### config.mk
export PLATFORM = sky130hd
export DESIGN_NAME = block_word_reader_512
export DESIGN_NICKNAME = d
export VERILOG_FILES = /design/src/rtl/block_word_reader_512.sv
export SDC_FILE = /design/constraint.sdc
export NUM_CORES = 1
export LEC_CHECK = 0
export CORE_AREA = 2 2 210 294
export DETAILED_ROUTE_END_ITERATION = 16
export DIE_AREA = 0 0 212 296
export PLACE_DENSITY_LB_ADDON = 0.08
export SLEW_MARGIN = 20
export SYNTH_ARGS = -nofsm -noshare
export SYNTH_HDL_FRONTEND = slang
export SYNTH_SLANG_ARGS = --single-unit
### constraint.sdc
create_clock -name CLK -period 2.3 [get_ports CLK]
set_input_delay 0.46 -clock CLK [delete_from_list [all_inputs] [get_ports CLK]]
set_output_delay 0.46 -clock CLK [all_outputs]
set_load 0.03 [all_outputs]
### src/rtl/block_word_reader_512.sv
// Captures one message block from the block store and streams it MSB-word first
// as WORD_W-bit words over a valid/ready handshake, pulsing done after the last word.
module block_word_reader_512 #(
  parameter  int BLOCK_W   = 512,
  parameter  int WORD_W    = 32,
  localparam int NUM_WORDS = BLOCK_W / WORD_W,
  localparam int IDX_W     = $clog2(NUM_WORDS)
) (
  input  logic               CLK,
  input  logic               RST,
  input  logic               start,
  input  logic               abort,
  input  logic [BLOCK_W-1:0] block_in,
  output logic [WORD_W-1:0]  word_out,
  output logic               word_valid,
  input  logic               word_ready,
  output logic [IDX_W-1:0]   word_idx,
  output logic               word_last,
  output logic               busy,
  output logic               done
);

  // state  | meaning
  // S_IDLE | waiting for start, nothing captured
  // S_SEND | presenting word idx_q from the top of the shift register
  // S_DONE | one-cycle completion pulse, block store may be rewritten
  typedef enum logic [1:0] {
    S_IDLE = 2'd0,
    S_SEND = 2'd1,
    S_DONE = 2'd2
  } state_t;

  localparam logic [IDX_W-1:0] LAST_IDX = IDX_W'(NUM_WORDS - 1);

  state_t             state_q, state_d;
  logic [BLOCK_W-1:0] sr_q, sr_d;
  logic [IDX_W-1:0]   idx_q, idx_d;
  logic               idx_is_last;

  assign idx_is_last = (idx_q == LAST_IDX);

  always_ff @(posedge CLK) begin
    if (RST) begin
      state_q <= S_IDLE;
      sr_q    <= '0;
      idx_q   <= '0;
    end else begin
      state_q <= state_d;
      sr_q    <= sr_d;
      idx_q   <= idx_d;
    end
  end

  always_comb begin
    state_d = state_q;
    if (abort) begin
      state_d = S_IDLE;
    end else begin
      unique case (state_q)
        S_IDLE:  if (start) state_d = S_SEND;
        S_SEND:  if (word_ready && idx_is_last) state_d = S_DONE;
        S_DONE:  state_d = S_IDLE;
        default: state_d = S_IDLE;
      endcase
    end
  end

  // Shift register and word index; abort discards whatever remains of the block.
  always_comb begin
    sr_d  = sr_q;
    idx_d = idx_q;
    if (abort) begin
      sr_d  = '0;
      idx_d = '0;
    end else begin
      unique case (state_q)
        S_IDLE: begin
          if (start) begin
            sr_d  = block_in;
            idx_d = '0;
          end
        end
        S_SEND: begin
          if (word_ready) begin
            sr_d  = sr_q << WORD_W;
            idx_d = idx_is_last ? '0 : idx_q + 1'b1;
          end
        end
        default: begin
          sr_d  = sr_q;
          idx_d = idx_q;
        end
      endcase
    end
  end

  always_comb begin
    word_valid = (state_q == S_SEND);
    busy       = (state_q != S_IDLE);
    done       = (state_q == S_DONE);
    word_last  = (state_q == S_SEND) && idx_is_last;
    word_out   = sr_q[BLOCK_W-1 -: WORD_W];
    word_idx   = idx_q;
  end

endmodule

== Word level (Yosys, flattened, before mapping) ==
Cells that the tools add are included.
Operators by class
  reduce and logical (&&, ||, !) cells: 8
  equality and inequality tests: 6
  add/subtract/negate cells: 1
  mux-type cells: 10
Operators with widths (count)
  512-bit two-way mux: 2
  512-bit one-hot mux with 2 select lines: 1
  4-bit two-way mux: 3
  4-bit one-hot mux with 2 select lines: 1
  4-bit by 1-bit adder with 4-bit output, second input constant: 1
  4-bit equality test, second input constant: 1
  2-bit two-way mux: 2
  2-bit by 1-bit != test with 1-bit output, second input constant: 2
  2-bit one-hot mux with 2 select lines: 1
  2-bit nonzero test: 2
  3-bit AND reduction: 1
  2-bit by 1-bit equality test with 1-bit output, second input constant: 1
  2-bit equality test, second input constant: 1
  1-bit logical AND: 2
  2-bit zero test: 1
  2-bit != test, second input constant: 1
  2-bit AND reduction: 1
  2-bit OR reduction: 1
Word-level totals
  register bits after elaboration: 518
  bits of input ports: 517
  output and inout bits: 40
  word-level logic and storage cells: 28

== Logic depth before layout (Yosys ltp) ==
Gate-level depths: netlist (run 1).
  depth in word-level cells: 4
  gate-level depth with buffers: 8
  depth with buffers taken out: 4

== Worst setup path after synthesis (run 1) ==
Ideal clock, no wire load.
  kind: register -> output
  from: reg state_q[1]
  to: out word_last
  cell stages (with the launch flop): 7
  arrival time: 1.469 ns
  buffers on the path: 4
  data required time: 1.840 ns
  setup slack: 0.371 ns
  path through: dfxtp_1 > buf_4 > nand2b_1 > buf_4 > buf_6 > buf_2 > nor2_1
On the way
  cells in the longest elaborated chain, start to end: 2
Ends and longest elaborated chain
  from (decl): RTL line 35  | state_t state_q, state_d;
  from (signal assigned): RTL line 48  | state_q <= state_d;
  2-bit by 1-bit equality test with 1-bit output: RTL line 101  | word_last = (state_q == S_SEND) && idx_is_last;
  1-bit logical AND: RTL line 101
  to (decl): RTL line 18  | output logic word_last,
Every way passes these cells.

== Final worst setup path (run 1) ==
  from: reg idx_q[0] (netlist: word_idx[0])
  to: out word_idx[0]
RTL lines
  from (decl): RTL line 37  | logic [IDX_W-1:0] idx_q, idx_d;
  from (signal assigned): RTL line 50  | idx_q <= idx_d;
  to (decl): RTL line 17  | output logic [IDX_W-1:0] word_idx,
No word-level cell between the ends.

==> flow_metrics.tcl, run 1 <==
set metrics [dict create \
    ys_seq_elements 518 \
    routedWlPerCell_um 23.55 \
    io_pins 557 \
    path_clk_slew_ns 0.06 \
    synthMuxAreaShare 0.1799 \
    cap_violations 0 \
    critPathTopFamily "buffers and inverters" \
    synthFlopType "dfxtp_1" \
    cts_tree "done" \
    p_sw_mw 5.999 \
    hold_ws_ns 0.4536 \
    grt_pass1_wl_um 127600 \
    first_global_vias 21110 \
    htree_levels 2 \
    regToRegSetupSlack_ns 0.19 \
    grt_max_degree 166 \
    die_x_um 212 \
    final_core_util 0.5760 \
    routabilityCongestion 0.8664 \
    nets 3282 \
    slowest_delay_ns 0.71 \
    io_buffer_count 556 \
    whs_path_depth 2 \
    synth_edf_count 0 \
    period_needed_ns 2.207 \
    setup_viol 0 \
    path_max_fanout 5 \
    p_sw_frac 0.2689 \
    holdPathEnd "sr_q[30]" \
    pwr-share-clk 0.386 \
    required_ns 1.84 \
    synth_cell_types 33 \
    numCtsBuffers 54 \
    finalHoldViolCount 0 \
    reg2reg_depth 6 \
    dp.final_hpwl_um 62580 \
    die-area_mm2 0.06275 \
    postLayoutCellArea_mm2 0.03478 \
    criticalPathCategory "reg -> out" \
    p_leak_nw 14.21 \
    drc_errors 0 \
    nFillCells 5100 \
    synth_top_cell_by_area "dfxtp_1" \
    dieHeight_um 296 \
    irDropWorstVdd_mv 0.6067 \
    yosysSeqAreaShare 0.3863 \
    yosys_warnings 0 \
    final_cell_mix "clkdlybuf4s50_1, dfxtp_1, a21oi_1" \
    synthXorXnorAreaFrac 0 \
    p_per_area_mw_per_mm2 641.4 \
    cts_root_buf "clkbuf_16" \
    synth_area_mm2 0.02685 \
    power_frac_seq 0.435 \
    synth_compound_area_frac 0.3518 \
    fp.coreArea_mm2 0.06038 \
    combPwrFrac 0.179 \
    end_kind "output pin" \
    overflow 0 \
    rsz0062_at_grt "no" \
    area_growth_pct 29.56 \
    antenna_found_initial 44 \
    worstHoldStart "block_in[30]" \
    setup_tns_ns 0 \
    relSlewSlack 0.3444 \
    final_common_cell "clkdlybuf4s50_1" \
    synthAdderAreaFrac 0.0004661 \
    cts.sinks 518 \
    drt-vias-per-instance 5.789 \
    r2r-start "state_q[1]" \
    drt.antenna.violating_nets 0 \
    drtIter0Drc 1450 \
    synth_fp_nets 2903 \
    critPathSlowestCell "clkdlybuf4s50_1" \
    start_util 0.4446 \
    yosys.area_share.simple 0.004567 \
    synth_top_family_by_area "compound AO/OA/AOI/OAI gates" \
    place_area_mm2 0.03299 \
    status "finished, final reports clean" \
    setup.worst_path.start_class "flop" \
    grt_usage 0.2639 \
    reg2reg_to "sr_q[353]" \
    drive_above_1_share 0.2218 \
    place_inst 3525 \
    hp-class "in -> reg" \
    synth_cells 2385 \
    drtPass1Iterations 5 \
    avgSynthCellArea_um2 11.26 \
    critPathBufInv 1 \
    async_reset_ff_frac 0 \
    p_int_mw 16.31 \
    synth_top_area_frac 0.3863 \
    rows 107 \
    path_cells "clkdlybuf4s50_1" \
    cts_buffer_depth 3 \
    wl_um 86100 \
    clock_latency_ns 0.61 \
    vias 21160 \
    slew_viol_final 0 \
    skew_ns 0.01626 \
    clock.fmax_ghz 0.4531 \
    worst_pin_slew_ns 0.9834 \
    instances_no_fill 3656 \
    min_period_over_period 0.9595 \
    arrival_ns 1.75 \
    synth_area_leaders "dfxtp_1, a311oi_2, mux2i_1, a21oi_1, a311oi_1" \
]
==> repair_timing <==
| action | CTS | global route |
|---|---|---|
| hold buffers | 0 | 0 |
| gates resized for setup | 13 | 1 |
| buffers inserted | 0 | 0 |
| cloned | 0 | 0 |
| endpoints found under the setup margin | 4 | 1 |
==> power by group through the flow <==
stage	Sequential (mW)	Clock (mW)	Combinational, mW
2_1_floorplan	9.77	0	2.49
3_3_place_gp	9.90	0	3.93
6_report	9.71	8.61	3.98
4_1_cts	9.71	8.82	4.01
3_5_place_dp	9.90	0	3.99
5_1_grt	9.75	9.16	4.26
==> logic make-up (layout without fill, tap and decap cells) <==
group | after synthesis | count (layout)
compound gates | 1001 | 1001
fa+ha+maj | 1 | 1
buf+inv | 364 | 788
flops | 518 | 518
mux | 482 | 482
other cells | 0 | 30
simple gates | 19 | 19
==> routing by layer <==
layer / track usage / vias up / wire [um]
li1: - / 10250 / -
met4: 0.1091 / 34 / 3110
met1: 0.3043 / 10150 / 33920
met3: 0.07254 / 166 / 5588
met5: 0 / - / 223
met2: 0.4587 / 567 / 43250
==> cell usage after synthesis (32+ instances only) <==
cell	count
mux2i_1	481
a22o_1	32
a21oi_1	483
a311oi_1	80
dfxtp_1	518
buf_2	121
clkbuf_1	144
buf_4	44
a311oi_2	400
buf_6	51
==> metrics by stage <==
step / power, mW / setup WS [ns]
final: 22.31 / 0.09309
after floorplan: 12.25 / 0.3709
after global placement: 13.83 / 0.04737
after CTS: 22.54 / 0.05456
after global routing: 23.17 / 0.02837
after detailed placement: 13.90 / 0.01833
==> layout make-up <==
| cell class | instances | area, um^2 | share of cell area |
|---|---|---|---|
| multi-input cells | 1503 | 14440 | 0.4151 |
| flip-flops and latches | 518 | 10370 | 0.2982 |
| repair buffers | 684 | 7132 | 0.2051 |
| clock buffers | 87 | 1635 | 0.04702 |
| well taps | 817 | 1022 | 0.02939 |
| clock inverters | 14 | 88.84 | 0.002554 |
| diodes | 30 | 75.07 | 0.002158 |
| inverters | 3 | 18.77 | 0.0005396 |
==> flip-flops by register name, summed over array words and instances, names as in the netlist <==
name / flops
state_q: 2
word_idx: 4
sr_q: 512
==> worst max-delay path by stage <==
stage	start	to	cells past startpoint	slack, ns
floorplan	state_q[1]	word_last	6	0.37
global placement	word_ready	sr_q[329]	6	0.05
detailed placement	word_ready	sr_q[363]	6	0.02
CTS	word_idx[1]	word_idx[1]	2	0.05
global route	state_q[1]	done	3	0.03
finish	word_idx[0]	word_idx[0]	1	0.09
Note: power is estimated with default switching activity, not from simulation.
==> run 2: changes to the inputs <==
--- a/config.mk
+++ b/config.mk
@@ -9,7 +9,6 @@
 export DETAILED_ROUTE_END_ITERATION = 16
 export DIE_AREA = 0 0 212 296
 export PLACE_DENSITY_LB_ADDON = 0.08
-export SLEW_MARGIN = 20
 export SYNTH_ARGS = -nofsm -noshare
 export SYNTH_HDL_FRONTEND = slang
 export SYNTH_SLANG_ARGS = --single-unit
==> flow_metrics.tcl, run 2 (same netlist as run 1, synthesis figures left out) <==
set metrics [dict create \
    end_kind "output pin" \
    regMostFlops "sr_q" \
    grt_max_degree 166 \
    drt.antenna.violating_nets 0 \
    dp.final_hpwl_um 62580 \
    area_growth_pct 29.54 \
    slew_viol_final 0 \
    vias 21130 \
    largest_reg_flops 512 \
    critPathBufInv 1 \
    io_buffer_count 556 \
    dieHeight_um 296 \
    die-area_mm2 0.06275 \
    critPathSlowestCell "clkdlybuf4s50_1" \
    post-place-ws_ns 0.01833 \
    cap_violations 0 \
    overflow 0 \
    cts_tree "done" \
    drc_errors 0 \
    p_per_area_mw_per_mm2 641.4 \
    slowest_delay_ns 0.71 \
    antenna_found_initial 44 \
    irDropWorstVdd_mv 0.6072 \
    clock.fmax_ghz 0.4527 \
    htree_levels 2 \
    die_x_um 212 \
    wl_um 86160 \
    relSlewSlack 0.1910 \
    hold_ws_ns 0.4519 \
    finalHoldViolCount 0 \
    period_needed_ns 2.209 \
    holdBufCountCts 0 \
    final_common_cell "clkdlybuf4s50_1" \
    drive_above_1_share 0.2218 \
    skew_ns 0.01635 \
    critPathTopFamily "buffers and inverters" \
    post_cts.repair.setup_buffers 0 \
    drt-vias-per-instance 5.779 \
    required_ns 1.84 \
    clock_latency_ns 0.61 \
    setup.worst_path.start_class "flop" \
    rsz0062_at_grt "no" \
    drtIter0Drc 1463 \
    arrival_ns 1.75 \
    path_max_fanout 5 \
    start_util 0.4446 \
    io_pins 557 \
    routedWlPerCell_um 23.57 \
    grt_pass1_wl_um 127600 \
    cts_root_buf "clkbuf_16" \
    drtPass1Iterations 5 \
    hp-class "in -> reg" \
    routabilityCongestion 0.8664 \
    path_clk_slew_ns 0.06 \
    fp.coreArea_mm2 0.06038 \
    first_global_vias 21110 \
    numCtsBuffers 54 \
    criticalPathCategory "reg -> out" \
    nets 3282 \
    finalWorstSetupSlack_ns 0.09105 \
    path_cells "clkdlybuf4s50_1" \
    setup_viol 0 \
    setup_tns_ns 0 \
    final_cell_mix "clkdlybuf4s50_1, dfxtp_1, a21oi_1" \
    final_core_util 0.5760 \
    rows 107 \
    p_leak_nw 14.21 \
    min_period_over_period 0.9604 \
    grt_usage 0.2639 \
    cts_buffer_depth 3 \
    worst_pin_slew_ns 1.214 \
    cts.sinks 518 \
    status "finished, final reports clean" \
]
## run 2: cell count changes in the layout (fill, tap and decap cells not counted)
cell and delta:
buf_4 +1, buf_6 -1
## run 2: repair_timing
item,CTS,global route
setup endpoints to repair,4,1
gates resized for setup,13,1
hold endpoints to repair,0,0
## run 2: metrics by stage
step | cells | power (mW) | area (um^2)
after floorplan | 2385 | 12.25 | 26850
after global placement | 3525 | 13.83 | 32990
after global routing | 3645 | 23.17 | 34750
after CTS | 3626 | 22.54 | 34700
final | 3656 | 22.31 | 34780
after detailed placement | 3525 | 13.90 | 32990
## run 2: final cells by class
cell class | count | area, um^2
antenna | 30 | 75.07
clock buffer | 87 | 1635
clock inverter | 14 | 88.84
fill | 5099 | 25600
inverter | 3 | 18.77
multi-input combinational | 1503 | 14440
sequential | 518 | 10370
tap | 817 | 1022
timing repair buffer | 684 | 7128
## run 2: path summary, 6_finish.rpt
check	from	end	slack, ns	cells past startpoint
hold reg to reg	sr_q[21]	sr_q[21]	0.47	1
setup / recovery	word_idx[0]	word_idx[0]	0.09	1
setup reg to reg	state_q[1]	sr_q[353]	0.19	6
hold / removal	block_in[30]	sr_q[30]	0.45	2
## run 2: routing by layer
metal  track usage  wire [um]  vias to the layer above
met5             0        223                        -
met4        0.1091       3050                       34
met3       0.07254       5712                      164
met2        0.4587      43370                      586
met1        0.3043      33800                    10090
li1              -          -                    10260
## run 2: power breakdown
group	internal [mW]	switching [mW]	leakage (nW)
clock	4.86	3.76	0.860
sequential	9.41	0.299	4.24
combinational	2.04	1.94	9.11
==> run 3: changes to the inputs <==
--- a/config.mk
+++ b/config.mk
@@ -9,6 +9,7 @@
 export DETAILED_ROUTE_END_ITERATION = 16
 export DIE_AREA = 0 0 212 296
 export PLACE_DENSITY_LB_ADDON = 0.08
+export SLEW_MARGIN = 20
 export SYNTH_ARGS = -nofsm -noshare
 export SYNTH_HDL_FRONTEND = slang
 export SYNTH_SLANG_ARGS = --single-unit
==> results of run 3 <==
The final DEF is identical to that of run 1; final timing and power are the same.
